File: config.mk
export PLATFORM = sky130hd
export DESIGN_NAME = qdiv_seq
export DESIGN_NICKNAME = d
export VERILOG_FILES = /design/src/rtl/qdiv_seq.sv
export SDC_FILE = /design/constraint.sdc
export NUM_CORES = 1
export LEC_CHECK = 0
export CORE_ASPECT_RATIO = 0.7
export CORE_MARGIN = 5
export CORE_UTILIZATION = 57
export CTS_CLUSTER_DIAMETER = 30
export DETAILED_ROUTE_END_ITERATION = 10
export HOLD_SLACK_MARGIN = 0.15
export PLACE_DENSITY = 0.77
export SYNTH_ARGS = -nofsm -noshare
export SYNTH_HDL_FRONTEND = slang
export SYNTH_SLANG_ARGS = --single-unit
File: constraint.sdc
create_clock -name clk -period 3.8 [get_ports clk]
set_input_delay 0.38 -clock clk [delete_from_list [all_inputs] [get_ports clk]]
set_output_delay 0.38 -clock clk [all_outputs]
set_load 0.02 [all_outputs]
File: src/rtl/qdiv_seq.sv
// Sequential sign-magnitude Q-format divider: restoring division, one quotient bit per clock.
// Divide-by-zero completes in one cycle with a saturated result and ovr set.
module qdiv_seq #(
    parameter int Q = 15,
    parameter int N = 32
) (
    input  logic         clk,
    input  logic         rst,
    input  logic [N-1:0] i_dividend,
    input  logic [N-1:0] i_divisor,
    input  logic         i_start,
    output logic [N-1:0] o_quotient,
    output logic         o_complete,
    output logic         o_busy,
    output logic         ovr
);

    localparam int unsigned NUM_W = N - 1 + Q;
    localparam int unsigned CNT_W = $clog2(N + Q);

    typedef enum logic {
        S_IDLE = 1'b0,
        S_CALC = 1'b1
    } state_t;

    state_t             r_state;
    logic [NUM_W-1:0]   r_num;
    logic [NUM_W-1:0]   r_qm;
    logic [N-1:0]       r_rem;
    logic [N-2:0]       r_div;
    logic               r_sign;
    logic [CNT_W-1:0]   r_cnt;

    logic               w_sign_in;
    logic               w_div_zero;
    logic [N-1:0]       w_rem_sh;
    logic               w_ge;
    logic [N-1:0]       w_rem_nxt;
    logic [NUM_W-1:0]   w_qm_nxt;
    logic               w_ovf;
    logic [N-2:0]       w_mag;
    logic               w_sign_out;

    // One restoring step; the remainder stays below d, so its MSB is always free for the shift.
    always_comb begin
        w_sign_in  = i_dividend[N-1] ^ i_divisor[N-1];
        w_div_zero = (i_divisor[N-2:0] == '0);
        w_rem_sh   = {r_rem[N-2:0], r_num[NUM_W-1]};
        w_ge       = (w_rem_sh >= {1'b0, r_div});
        w_rem_nxt  = w_ge ? (w_rem_sh - {1'b0, r_div}) : w_rem_sh;
        w_qm_nxt   = {r_qm[NUM_W-2:0], w_ge};
        w_ovf      = |w_qm_nxt[NUM_W-1:N-1];
        w_mag      = w_ovf ? {(N-1){1'b1}} : w_qm_nxt[N-2:0];
        w_sign_out = r_sign & (|w_mag);
    end

    always_ff @(posedge clk) begin
        if (rst) begin
            r_state    <= S_IDLE;
            r_num      <= '0;
            r_qm       <= '0;
            r_rem      <= '0;
            r_div      <= '0;
            r_sign     <= 1'b0;
            r_cnt      <= '0;
            o_quotient <= '0;
            o_complete <= 1'b0;
            o_busy     <= 1'b0;
            ovr        <= 1'b0;
        end else begin
            o_complete <= 1'b0;
            case (r_state)
                S_IDLE: begin
                    if (i_start) begin
                        if (w_div_zero) begin
                            o_quotient <= {w_sign_in, {(N-1){1'b1}}};
                            ovr        <= 1'b1;
                            o_complete <= 1'b1;
                        end else begin
                            r_sign  <= w_sign_in;
                            r_num   <= {i_dividend[N-2:0], {Q{1'b0}}};
                            r_div   <= i_divisor[N-2:0];
                            r_rem   <= '0;
                            r_qm    <= '0;
                            r_cnt   <= CNT_W'(N + Q - 1);
                            o_busy  <= 1'b1;
                            r_state <= S_CALC;
                        end
                    end
                end
                S_CALC: begin
                    r_rem <= w_rem_nxt;
                    r_num <= {r_num[NUM_W-2:0], 1'b0};
                    r_qm  <= w_qm_nxt;
                    r_cnt <= r_cnt - CNT_W'(1);
                    // Final bit: form the saturated, sign-corrected result in the same cycle.
                    if (r_cnt == CNT_W'(1)) begin
                        o_quotient <= {w_sign_out, w_mag};
                        ovr        <= w_ovf;
                        o_complete <= 1'b1;
                        o_busy     <= 1'b0;
                        r_state    <= S_IDLE;
                    end
                end
                default: r_state <= S_IDLE;
            endcase
        end
    end

endmodule

# Word-level counts from Yosys, hierarchy flattened

Index checks and enable logic that the tools add are counted.

Bits in registers: 196
Input port bits: 67
Output and inout bits: 35
Word-level logic and storage cells: 64

Add/subtract/negate cells: 2
Order comparisons: 1
Eq/ne operators: 5
Muxes and demuxes: 34
Bitwise gates (word level): 4
Reduce and logical (&&, ||, !) cells: 7

Operators with widths:

| operator            | number |
|---|---|
| $mux 31             | 4 |
| $mux 32             | 3 |
| $mux 46             | 2 |
| $pmux 46 s2         | 1 |
| $mux 45             | 2 |
| $pmux 45 s2         | 1 |
| $pmux 32 s2         | 1 |
| $pmux 31 s2         | 1 |
| $ge 32x31->1        | 1 |
| $logic_not 31->1    | 1 |
| $reduce_or 31->1    | 1 |
| $sub 31x31->31      | 1 |
| $reduce_or 15->1    | 1 |
| $mux 1              | 12 |
| $mux 6              | 2 |
| $pmux 6 s2          | 1 |
| $reduce_and 3->1    | 3 |
| $pmux 1 s2          | 4 |
| $eq 6x1->1 const B  | 1 |
| $ne 2x2->1 const B  | 3 |
| $sub 6x1->6 const B | 1 |
| $ne 2x1->1 const B  | 1 |
| $not 1->1           | 2 |
| $reduce_and 2->1    | 1 |
| 2 further kinds     | 2 |

# Longest topological paths before layout

Gate-level depths: netlist of run 1.

Depth after elaboration: 6
Mapped depth: 15
Gate-level depth less buffers: 12

# Least setup slack after synthesis of run 1

Ideal clock, no wire load.

Path kind: register to register
Start: reg r_num[45]
End: reg r_rem[10]
Library setup time: 127 ps
Data arrival time: 2,462 ps
Required time: 3,673 ps
Path slack: 1,211 ps
Stages on the path, launching flop included: 16
Path buffers: 3
Clock period less this slack: 2,589 ps
Cell sequence: dfxtp_1 > inv_1 > ha_1 > fa_1 > nor2b_1 > o21a_1 > o21a_1 > o31a_2 > nor2_4 > a21o_1 > buf_6 > and2_4 > buf_6 > buf_8 > a32oi_1 > o31ai_1

Word-level cells in the longest chain between the ends: 3
Elaborated cells between the ends (all ways): 4
Classes of those cells: add/sub (1); order compare (1); mux (2)

RTL lines:

| item                                           | line   | text |
|---|---|---|
| from (decl)                                    | 27     | `logic [NUM_W-1:0] r_num;` |
| from (signal assigned)                         | 81     | `r_num <= {i_dividend[N-2:0], {Q{1'b0}}};` |
| from (signal assigned)                         | 93     | `r_num <= {r_num[NUM_W-2:0], 1'b0};` |
| $sub 31x31->31 or $ge 32x31->1 (tied branches) | 50, 49 |  |
| $mux 31 *                                      | 50     | `w_rem_nxt = w_ge ? (w_rem_sh - {1'b0, r_div}) : w_rem_sh;` |
| $pmux 31 s2 *                                  | 72     | `case (r_state)` |
| to (signal assigned)                           | 92     | `r_rem <= w_rem_nxt;` |
| to (decl)                                      | 29     | `logic [N-1:0] r_rem;` |

Mark *: on every way between the ends. The rest lies on a longest branch, timed or not.
A chain may end at the register's enable or synchronous reset.

# Worst setup path after layout of run 1

Start: reg r_num[45]
End: reg r_rem[30]

Same word-level chain as after synthesis.

==> results of run 1 <==
Yosys cell counts (4+ instances only):
cell,n
a21o_1,11
o21ai_1,7
nor3_1,41
xnor2_1,12
a21oi_1,138
o21ai_0,40
buf_6,4
nor2b_1,4
a211oi_1,4
dfxtp_1,181
nand2b_1,8
nand3_1,52
o21a_1,11
a31oi_1,5
buf_2,15
and2_1,4
inv_1,39
xor2_1,14
nor2_1,152
and3_1,5
nand4_1,6
clkbuf_1,43
ha_1,33
nand2_1,146
a32oi_1,11
mux2i_1,49
nor4_1,17
final cells by class:
| cell class | count | area (um2) | share of cell area, % |
|---|---|---|---|
| flip-flops and latches | 181 | 3630 | 35.0 |
| multi-input cells | 814 | 4640 | 44.8 |
| well taps | 195 | 244 | 2.36 |
| inverters | 39 | 146 | 1.41 |
| clock inverters | 12 | 145 | 1.40 |
| repair buffers | 111 | 1100 | 10.6 |
| clock buffers | 20 | 457 | 4.41 |
state kept, by name, summed over array words and instances, names as in the netlist:
| signal | count |
|---|---|
| r_qm | 45 |
| o_quotient | 32 |
| r_div | 31 |
| r_num | 31 |
| r_rem | 31 |
| r_cnt | 6 |
| o_busy | 1 |
| o_complete | 1 |
| ovr | 1 |
| r_sign | 1 |
| r_state | 1 |
per-layer routing:
metal,vias up,global-route usage (%),wire (um)
li1,3935,-,-
met2,195,34.1,8660
met4,0,5.50,197
met3,20,5.80,1380
met5,-,0,0
met1,3560,36.6,10700
path summary, 6_finish.rpt:
check | startpoint | to | slack (ps)
max | r_num[45] | r_rem[30] | 630
min | r_div[8] | r_div[8] | 450
max reg2reg | r_num[45] | r_rem[30] | 630
min reg2reg | r_div[8] | r_div[8] | 450
power by group:
group,internal (uW),switching [uW]
Clock,1020,776
Sequential,2030,104
Combinational,1080,1460
Total,4130,2340
critical path: cells and delay by family (launching register included):
family / cells / cell delay, ps
compound gates: 5 / 1210
simple gates: 4 / 830
fa+ha+maj: 2 / 630
flops: 1 / 350
buf+inv: 1 / 50
per-stage QoR:
step,power [uW],area (um2)
5_1_grt,6830,10400
3_5_place_dp,4650,9750
2_1_floorplan,4170,8730
3_3_place_gp,4610,9750
4_1_cts,6450,10400
6_report,6470,10400
kinds of logic after synthesis:
group,count (synthesis),synth area share [%]
and+or+nand+nor,448,22.6
xor gates and xnor gates,26,2.61
adders and majority gates,34,4.96
buffers and inverters,108,5.46
AOI/OAI and AO/OA,257,17.2
DFF,181,41.5
muxes,49,5.62
==> summary.txt, run 1 <==
Outcome
  – Run status: complete, no violations

STA
  – Worst Skew: 10.7 ps
  – Final Cycle Share: 83.4%
  – Final Hold Vio Count: 0
  – Max Slew Vio Count: 0
  – Fin Setup TNS: 0 ps
  – RSZ-0062 raised after global routing: false
  – Post-route minimum period: 3170 ps
  – Final setup fails: 0
  – Final WS setup: 630 ps
  – Max Freq: 0.315 GHz
  – Slew at the pin closest to its max-slew limit: 1340 ps
  – Hold slack: 454 ps
  – Rel. slew slack: 10.3%

Finish
  – N_diodes: 0
  – Most common cell after layout, fill and taps aside: dfxtp_1
  – Final nets: 1265
  – Layout Cells excl Fill: 1372
  – FILL cells: 1260
  – Share of cells above drive strength 1: 5.10%
  – Most frequent cells in the layout: dfxtp_1, nor2_1, nand2_1, a21oi_1, clkdlybuf4s50_1
  – Synth-to-layout area growth: 18.6%
  – Utilization after layout: 69.7%

Floorplanning
  – Starting Density: 58.7%
  – Core area: 0.0149 mm2
  – I/O Pins: 102
  – Die Span Y: 114 um
  – Die W: 158 um
  – Rows: 37
  – Die area: 0.0179 mm2

Route
  – Vias: 7710
  – Vias per cell: 5.62
  – Drt initial violations: 661
  – Final wirelength: 21000 um
  – Final ANT Viol Nets: 0
  – WL/cell: 15.3 um
  – DR pass1 iterations: 5
  – DRC violations left: 0

Setup path
  – WP data required: 4130 ps
  – Worst reg-to-reg path cell count: 12
  – Crit-path cells: inv_1 -> ha_1 -> fa_1 -> nor2b_1 -> o21a_1 -> o21a_1 -> o31a_2 -> nor2_4 -> a21o_1 -> nand2_4 -> nand2_2 -> o32ai_1
  – CP peak stage delay: 410 ps
  – CP dominant cell by count: o21a_1
  – Setup crit start kind: register
  – Crit path max-delay cell type: fa_1
  – Crit end category: register
  – Type of the worst setup path: reg2reg
  – CP max FO: 19
  – Critical path arrival: 3500 ps

Place
  – Placer congestion estimate: 0.900
  – Pre-CTS setup slack: 633 ps
  – Placed cells: 1340
  – Final HPWL DP: 14400 um
  – Port Buf Inserts: 101

Clock tree
  – H-tree depth: 4
  – CTS root buf: clkbuf_16
  – Setup bufs post-CTS: 0
  – Clk Latency, worst-skew pair: 430 ps
  – # hold bufs at CTS: 0
  – CTS tree: done
  – CTS sink count: 181
  – Maximum clock path buffer count: 2
  – Num CTS Buffers: 17
  – Clk slew on worst S/H paths: 70 ps
  – Post_cts resized: 0

Power
  – Static leakage: 0.00400 uW
  – Power Dens Cells: 625 mW/mm2
  – Peak VDD IR: 0.355 mV

Global routing
  – Total grt overflow: 0
  – Largest net degree at the start of global routing: 100
  – Vias in the first global route: 7277
  – First-pass GRT wire length: 35400 um
  – Antenna violations before repair: 0
  – GRT Total Usage: 24.0%

Synthesis
  – Syn Area/Cell: 7.91 um2
  – Synth area leader: dfxtp_1
  – Post-Syn Nets: 1204
  – Async SR Flop Fraction: 0%
  – Syn. warnings: 0
  – Ranking of synthesized cells by area: dfxtp_1, a21oi_1, nor2_1
  – Gate Count Post-Synth: 1103
  – Register area share after synthesis: 41.5%
  – Synth top area share: 41.5%
  – EDFF count, synth: 0
  – Distinct cells, synth: 63
  – Post-Syn Area: 0.00873 mm2
  – #FFs+latches synth: 181
  – Main synth FF type: dfxtp_1

Min path
  – Hold depth: 2
  – Type of the worst min-delay path: reg2reg

Job
  – MaxCap Viol Count: 0
Note: power is estimated with default switching activity, not from simulation.
==> run 2: changes to the inputs <==
Settings changed: CORE_UTILIZATION 57 to 51, PLACE_DENSITY 0.77 to 0.73.
Clock period 3.8 ns to 2.9 ns, I/O delays scaled along.
==> run 2 against run 1 <==
Flip-flop and latch count unchanged. Clock-buffer cell count down 3. Final cell count up 4.5%. Clock power up 28%. Critical path type unchanged. Critical endpoint is now r_rem[0]. Largest power group unchanged.
==> summary.txt, run 2 (synthesis results as in run 1) <==
Finish
  – Largest register by flop count: r_qm (unchanged)
  – Largest register FFs: 45 (unchanged)
  – Top flop regs: r_qm x45, o_quotient x32 (unchanged)
  – Synth-to-layout area growth: 22.5% (was 18.6%)
  – Utilization after layout: 63.0% (was 69.7%)
  – Layout Cells excl Fill: 1434 (was 1372)
  – FILL cells: 1492 (was 1260)
  – N_diodes: 0 (unchanged)
  – Most frequent cells in the layout: dfxtp_1, nor2_1, nand2_1, a21oi_1, clkdlybuf4s50_1 (unchanged)
  – Most common cell after layout, fill and taps aside: dfxtp_1 (unchanged)
  – Final nets: 1291 (was 1265)
  – Share of cells above drive strength 1: 7.40% (was 5.10%)

Setup path
  – CP max FO: 18 (was 19)
  – Register-to-register setup slack: 160 ps (was 630 ps)
  – WP data required: 3230 ps (was 4130 ps)
  – Setup crit start kind: register (unchanged)
  – CP dominant cell by count: a21o_1 (was o21a_1)
  – CP bufs+invs: 1 (unchanged)
  – Critical path arrival: 3070 ps (was 3500 ps)
  – Setup crit end: r_rem[0] (was r_rem[30])
  – CP peak stage delay: 360 ps (was 410 ps)
  – Crit path max-delay cell type: dfxtp_1 (was fa_1)
  – Levels on crit path: 11 (was 12)
  – Crit-path cells: inv_1 -> ha_1 -> a21o_1 -> nand2_1 -> nand2b_1 -> a21o_1 -> o31ai_1 -> o21a_2 -> and2_4 -> o21ai_0 -> a22o_1 (was inv_1 -> ha_1 -> fa_1 -> nor2b_1 -> o21a_1 -> o21a_1 -> o31a_2 -> nor2_4 -> a21o_1 -> nand2_4 -> nand2_2 -> o32ai_1)
  – CP Launch Point: r_div[25] (was r_num[45])
  – Worst reg-to-reg path cell count: 11 (was 12)
  – Type of the worst setup path: reg2reg (unchanged)
  – Crit end category: register (unchanged)
  – RR Startpoint: r_div[25] (was r_num[45])
  – Reg2reg end: r_rem[0] (was r_rem[30])
  – Family with the most delay on the worst path: compound AO/OA/AOI/OAI gates (unchanged)

Floorplanning
  – Core area: 0.0170 mm2 (was 0.0149 mm2)
  – I/O Pins: 102 (unchanged)
  – Die area: 0.0199 mm2 (was 0.0179 mm2)
  – Starting Density: 51.4% (was 58.7%)
  – Die W: 166 um (was 158 um)
  – Die Span Y: 119 um (was 114 um)
  – Rows: 40 (was 37)

Clock tree
  – Clk slew on worst S/H paths: 80 ps (was 70 ps)
  – H-tree depth: 4 (unchanged)
  – # hold bufs at CTS: 0 (unchanged)
  – Post_cts resized: 0 (unchanged)
  – Num CTS Buffers: 17 (unchanged)
  – CTS root buf: clkbuf_16 (unchanged)
  – CTS sink count: 181 (unchanged)
  – Setup bufs post-CTS: 0 (unchanged)
  – CTS tree: done (unchanged)
  – Clk Latency, worst-skew pair: 440 ps (was 430 ps)
  – Maximum clock path buffer count: 2 (unchanged)

STA
  – Rel. slew slack: 19.3% (was 10.3%)
  – Post-route minimum period: 2740 ps (was 3170 ps)
  – Max Slew Vio Count: 0 (unchanged)
  – Final Cycle Share: 94.5% (was 83.4%)
  – Final Hold Vio Count: 0 (unchanged)
  – Max Freq: 0.365 GHz (was 0.315 GHz)
  – RSZ-0062 raised after global routing: false (unchanged)
  – Worst Skew: 12.2 ps (was 10.7 ps)
  – Fin Setup TNS: 0 ps (unchanged)
  – Slew at the pin closest to its max-slew limit: 1210 ps (was 1340 ps)
  – Final setup fails: 0 (unchanged)

Route
  – Final ANT Viol Nets: 0 (unchanged)
  – Final wirelength: 22100 um (was 21000 um)
  – Drt initial violations: 753 (was 661)
  – DR pass1 iterations: 7 (was 5)
  – DRC violations left: 0 (unchanged)
  – WL/cell: 15.4 um (was 15.3 um)
  – Vias per cell: 5.58 (was 5.62)
  – Vias: 8004 (was 7710)

Outcome
  – Run status: complete, no violations (unchanged)

Power
  – Clock power frac: 26.4% (was 27.7%)
  – Static leakage: 0.00416 uW (was 0.00400 uW)
  – Switch share: 37.7% (was 36.2%)
  – Int Pwr: 5400 uW (was 4130 uW)
  – Seq pwr share: 32.2% (was 32.9%)
  – Power Dens Cells: 811 mW/mm2 (was 625 mW/mm2)
  – P_sw: 3270 uW (was 2340 uW)
  – Comb power frac: 41.4% (was 39.3%)
  – Peak VDD IR: 0.577 mV (was 0.355 mV)

Global routing
  – GRT Total Usage: 21.8% (was 24.0%)
  – Largest net degree at the start of global routing: 114 (was 100)
  – Antenna violations before repair: 2 (was 0)
  – First-pass GRT wire length: 36000 um (was 35400 um)
  – Total grt overflow: 0 (unchanged)
  – Vias in the first global route: 7162 (was 7277)

Place
  – Port Buf Inserts: 101 (unchanged)
  – Placed cells: 1402 (was 1340)
  – Placer congestion estimate: 0.853 (was 0.900)
  – Final HPWL DP: 15300 um (was 14400 um)

Min path
  – Type of the worst min-delay path: in2reg (was reg2reg)

Job
  – MaxCap Viol Count: 0 (unchanged)
## run 2: changes by cell type in the layout (fill, tap and decap cells not counted), moves of 2 or more
| cell | delta |
|---|---|
| buf_4 | +18 |
| buf_12 | +8 |
| inv_8 | +5 |
| bufinv_16 | -2 |
| clkbuf_8 | -2 |
| clkinv_4 | +2 |
| clkinvlp_4 | -2 |
## run 2: metrics by stage
step | hold WS, ps | power (uW) | cell area (um2) | setup slack, ps
floorplan | 426 | 5470 | 8730 | 311
global placement | 444 | 6250 | 10100 | 187
detailed placement | 447 | 6310 | 10100 | 131
CTS | 290 | 8610 | 10700 | 108
global route | 311 | 9220 | 10700 | 19.2
finish | 295 | 8670 | 10700 | 158
## run 2: power groups by stage
stage,logic [uW],clock network [uW],registers [uW]
2_1_floorplan,2650,0,2810
3_3_place_gp,3420,0,2830
3_5_place_dp,3470,0,2840
4_1_cts,3500,2330,2780
5_1_grt,3960,2450,2810
6_report,3590,2290,2790
## run 2: metal layers
metal	vias up	global-route usage, %	part of all wire (%)	routed length [um]
li1	4002	-	-	-
met1	3726	33.1	51	11300
met2	240	31.1	41	9070
met3	32	5.28	6.7	1480
met4	4	5.26	1.1	253
met5	-	0	0.12	27
## run 2: area by class of cell
type / count / area (um2) / share of cell area (%)
clock inverter: 15 / 155 / 1.45
sequential: 181 / 3630 / 33.9
clock buffer: 17 / 425 / 3.98
inverter: 39 / 146 / 1.37
timing repair buffer: 137 / 1390 / 13.0
tap: 231 / 289 / 2.70
multi-input combinational: 814 / 4650 / 43.5
## run 2: how the worst min path moves through the flow
stage,start,endpoint,slack (ps),cells after the start
2_1_floorplan,i_divisor[10],r_div[10],430,2
3_3_place_gp,r_div[5],r_div[5],440,2
3_5_place_dp,r_div[5],r_div[5],450,2
4_1_cts,rst,r_num[28],290,2
5_1_grt,rst,r_num[30],310,2
6_report,rst,r_num[45],290,2
## run 2: worst reg2reg max path: cells and delay by family (launching register included)
| family | cells | cell delay (ps) |
|---|---|---|
| AO/OA/AOI/OAI | 6 | 1330 |
| adder cells (fa/ha/maj) | 1 | 340 |
| buffers and inverters | 1 | 60 |
| flip-flops | 1 | 360 |
| AND/OR/NAND/NOR | 3 | 550 |
==> run 3: changes to the inputs <==
Settings changed: ABC_AREA set to 1, CORE_UTILIZATION 51 to 52.
==> run 3 against run 2 <==
Critical path depth rose by 6. Critical path type unchanged. Synthesized area rose by 16%. Wire length rose by 23%. Hold slack improved by 160 ps. Highest routed layer is now met4. Global-route usage rose by 2.2 points. Setup slack improved by 110 ps. Die area rose by 13%. Power rose by 14%. Via count rose by 22%. Combinational power rose by 33%. Synthesized cell count rose by 44%. Register-to-register slack improved by 110 ps.
==> summary.txt, run 3 <==
Finish
  – Final nets: 1760 (was 1291)
  – Layout Cells excl Fill: 1936 (was 1434)
  – Share of cells above drive strength 1: 4.90% (was 7.40%)
  – Largest register FFs: 45 (unchanged)
  – N_diodes: 0 (unchanged)
  – Largest register by flop count: r_qm (unchanged)
  – Most frequent cells in the layout: nand2_1, inv_1, a21oi_1, dfxtp_1, clkdlybuf4s50_1 (was dfxtp_1, nor2_1, nand2_1, a21oi_1, clkdlybuf4s50_1)
  – Top flop regs: r_qm x45, o_quotient x32 (unchanged)
  – Most common cell after layout, fill and taps aside: nand2_1 (was dfxtp_1)
  – Synth-to-layout area growth: 16.9% (was 22.5%)

Setup path
  – Reg2reg end: r_rem[26] (was r_rem[0])
  – CP peak stage delay: 410 ps (was 360 ps)
  – Register-to-register setup slack: 270 ps (was 160 ps)
  – WP data required: 3260 ps (was 3230 ps)
  – Crit-path cells: inv_1 -> ha_1 -> fa_1 -> inv_1 -> nand2_1 -> nand2_1 -> nand3_1 -> nand2_2 -> nand2_1 -> nand3_2 -> nand2_4 -> buf_4 -> nand3_1 -> nand2_1 -> inv_1 -> nand2_1 -> a21oi_1 (was inv_1 -> ha_1 -> a21o_1 -> nand2_1 -> nand2b_1 -> a21o_1 -> o31ai_1 -> o21a_2 -> and2_4 -> o21ai_0 -> a22o_1)
  – Family with the most delay on the worst path: simple AND/OR/NAND/NOR gates (was compound AO/OA/AOI/OAI gates)
  – Critical path arrival: 2990 ps (was 3070 ps)
  – Setup crit start kind: register (unchanged)
  – Worst reg-to-reg path cell count: 17 (was 11)
  – Type of the worst setup path: reg2reg (unchanged)
  – CP dominant cell by count: nand2_1 (was a21o_1)
  – CP bufs+invs: 4 (was 1)
  – Crit end category: register (unchanged)
  – Crit path max-delay cell type: fa_1 (was dfxtp_1)
  – Levels on crit path: 17 (was 11)
  – RR Startpoint: r_num[45] (was r_div[25])
  – CP max FO: 25 (was 18)

Floorplanning
  – Core area: 0.0191 mm2 (was 0.0170 mm2)
  – Rows: 42 (was 40)
  – Die Span Y: 127 um (was 119 um)
  – Starting Density: 53.3% (was 51.4%)
  – Die area: 0.0225 mm2 (was 0.0199 mm2)
  – Die W: 177 um (was 166 um)
  – I/O Pins: 102 (unchanged)

Clock tree
  – CTS sink count: 181 (unchanged)
  – Clk Latency, worst-skew pair: 440 ps (about the same)
  – Num CTS Buffers: 17 (unchanged)
  – H-tree depth: 4 (unchanged)
  – Post_cts resized: 0 (unchanged)
  – Setup bufs post-CTS: 0 (unchanged)
  – Clk slew on worst S/H paths: 80 ps (about the same)
  – # hold bufs at CTS: 1 (was 0)
  – CTS tree: done (unchanged)
  – CTS root buf: clkbuf_16 (unchanged)
  – Maximum clock path buffer count: 2 (unchanged)

Global routing
  – GRT Total Usage: 24.1% (was 21.8%)
  – Antenna violations before repair: 0 (was 2)
  – Largest net degree at the start of global routing: 82 (was 114)
  – First-pass GRT wire length: 44300 um (was 36000 um)
  – Total grt overflow: 0 (unchanged)
  – Vias in the first global route: 8671 (was 7162)

Power
  – Int Pwr: 5500 uW (was 5400 uW)
  – P_sw: 4420 uW (was 3270 uW)
  – Clock power frac: 23.3% (was 26.4%)
  – Static leakage: 0.00562 uW (was 0.00416 uW)
  – Peak VDD IR: 0.649 mV (was 0.577 mV)
  – Comb power frac: 48.1% (was 41.4%)
  – Power Total: 9920 uW (was 8670 uW)
  – Power Dens Cells: 835 mW/mm2 (was 811 mW/mm2)
  – Switch share: 44.6% (was 37.7%)
  – Seq pwr share: 28.6% (was 32.2%)

STA
  – Max Slew Vio Count: 0 (unchanged)
  – Slew at the pin closest to its max-slew limit: 843 ps (was 1210 ps)
  – Final setup fails: 0 (unchanged)
  – Final Cycle Share: 90.8% (was 94.5%)
  – Fin Setup TNS: 0 ps (unchanged)
  – Post-route minimum period: 2630 ps (was 2740 ps)
  – Final Hold Vio Count: 0 (unchanged)
  – Rel. slew slack: 43.8% (was 19.3%)
  – Worst Skew: 18.0 ps (was 12.2 ps)
  – RSZ-0062 raised after global routing: false (unchanged)
  – Max Freq: 0.380 GHz (was 0.365 GHz)

Synthesis
  – Syn Area/Cell: 6.40 um2 (was 7.91 um2)
  – Synth top area share: 35.7% (was 41.5%)
  – Gate Count Post-Synth: 1589 (was 1103)
  – Post-Syn Area: 0.0102 mm2 (was 0.00873 mm2)
  – Register area share after synthesis: 35.7% (was 41.5%)
  – Ranking of synthesized cells by area: dfxtp_1, nand2_1, a21oi_1 (was dfxtp_1, a21oi_1, nor2_1)
  – Synth area leader: dfxtp_1 (unchanged)
  – Top-count cell post-synth: nand2_1 (was dfxtp_1)
  – Synth top cells by count: nand2_1, inv_1, a21oi_1 (was dfxtp_1, nor2_1, nand2_1)
  – Post-Syn Nets: 1690 (was 1204)
  – Syn. warnings: 0 (unchanged)
  – #FFs+latches synth: 181 (unchanged)
  – Distinct cells, synth: 40 (was 63)
  – Async SR Flop Fraction: 0% (unchanged)
  – EDFF count, synth: 0 (unchanged)
  – Main synth FF type: dfxtp_1 (unchanged)

Route
  – DRC violations left: 0 (unchanged)
  – DR pass1 iterations: 5 (was 7)
  – Drt initial violations: 1084 (was 753)
  – Vias per cell: 5.06 (was 5.58)
  – Final ANT Viol Nets: 0 (unchanged)
  – WL/cell: 14.0 um (was 15.4 um)
  – Vias: 9799 (was 8004)
  – Final wirelength: 27100 um (was 22100 um)

Place
  – Port Buf Inserts: 101 (unchanged)
  – Placer congestion estimate: 1.03 (was 0.853)
  – Placed cells: 1903 (was 1402)
  – Final HPWL DP: 19700 um (was 15300 um)

Min path
  – Hold depth: 3 (was 2)
  – Worst Hold Launch: i_dividend[0] (was rst)
  – Hold Path End: r_num[15] (was r_num[45])
  – Type of the worst min-delay path: in2reg (unchanged)

Outcome
  – Run status: complete, no violations (unchanged)

Job
  – MaxCap Viol Count: 0 (unchanged)
run 3: cell count changes after synthesis, moves of 19 or more:
cell      previous run  this run
nor3_1              41        10
mux2i_1             49         0
a21oi_1            138       184
nand3_1             52        73
o21ai_1              7        26
nor2_1             152        71
nand3b_1             1        23
nand2_1            146       575
inv_1               39       217
run 3: worst max-delay path by stage:
stage	startpoint	end	slack, ps
floorplan	r_num[45]	r_rem[30]	800
global placement	i_divisor[15]	r_num[45]	90
detailed placement	i_divisor[15]	r_num[45]	70
CTS	r_num[45]	r_rem[26]	290
global route	r_num[45]	r_rem[21]	90
finish	r_num[45]	r_rem[26]	270
run 3: through the flow:
stage | setup slack (ps) | hold slack, ps | area (um2) | utilization [%]
2_1_floorplan | 802 | 433 | 10200 | -
3_3_place_gp | 87.4 | 437 | 11300 | 59.2
3_5_place_dp | 67.6 | 445 | 11300 | 59.2
4_1_cts | 285 | 436 | 11900 | 62.3
5_1_grt | 91.1 | 462 | 11900 | 62.3
6_report | 268 | 454 | 11900 | 62.3
run 3: metal layers:
layer	vias to the layer above	wire length, um	part of all wire (%)	track usage (%)
met5	-	0	0	0
met4	0	260	0.96	4.68
met3	20	2090	7.7	4.76
met2	306	10300	38	32.8
met1	4364	14400	53	38.9
li1	5109	-	-	-
run 3: final cells by class:
cell class | count | area, um2
Clock inverter | 14 | 156
Multi-Input combinational cell | 1112 | 5290
Clock buffer | 18 | 429
Tap cell | 264 | 330
Inverter | 226 | 848
Timing Repair Buffer | 121 | 1200
Fill cell | 1834 | 7190
Sequential cell | 181 | 3630
run 3: cell families (layout without fill, tap and decap cells):
logic type,Yosys count,in the layout,share of synthesized area (%)
flops,181,181,35.7
xor+xnor,17,17,1.47
compound gates,260,260,13.1
fa+ha+maj,34,34,4.26
simple gates,801,801,33.2
buf+inv,296,379,12.3
run 3: worst register-to-register path: stages (launching register included):
cell	delay, ps
dfxtp_1	380
inv_1	90
ha_1	240
fa_1	410
inv_1	140
nand2_1	60
nand2_1	70
nand3_1	80
nand2_2	150
nand2_1	110
nand3_2	100
nand2_4	80
buf_4	260
nand3_1	110
nand2_1	50
inv_1	70
nand2_1	60
a21oi_1	120
run 3: power groups by stage:
stage,clock (uW),combinational [uW],sequential [uW]
finish,2310,4780,2830
CTS,2350,4690,2830
floorplan,0,3610,2870
global placement,0,4620,2880
global route,2460,5360,2860
detailed placement,0,4640,2890
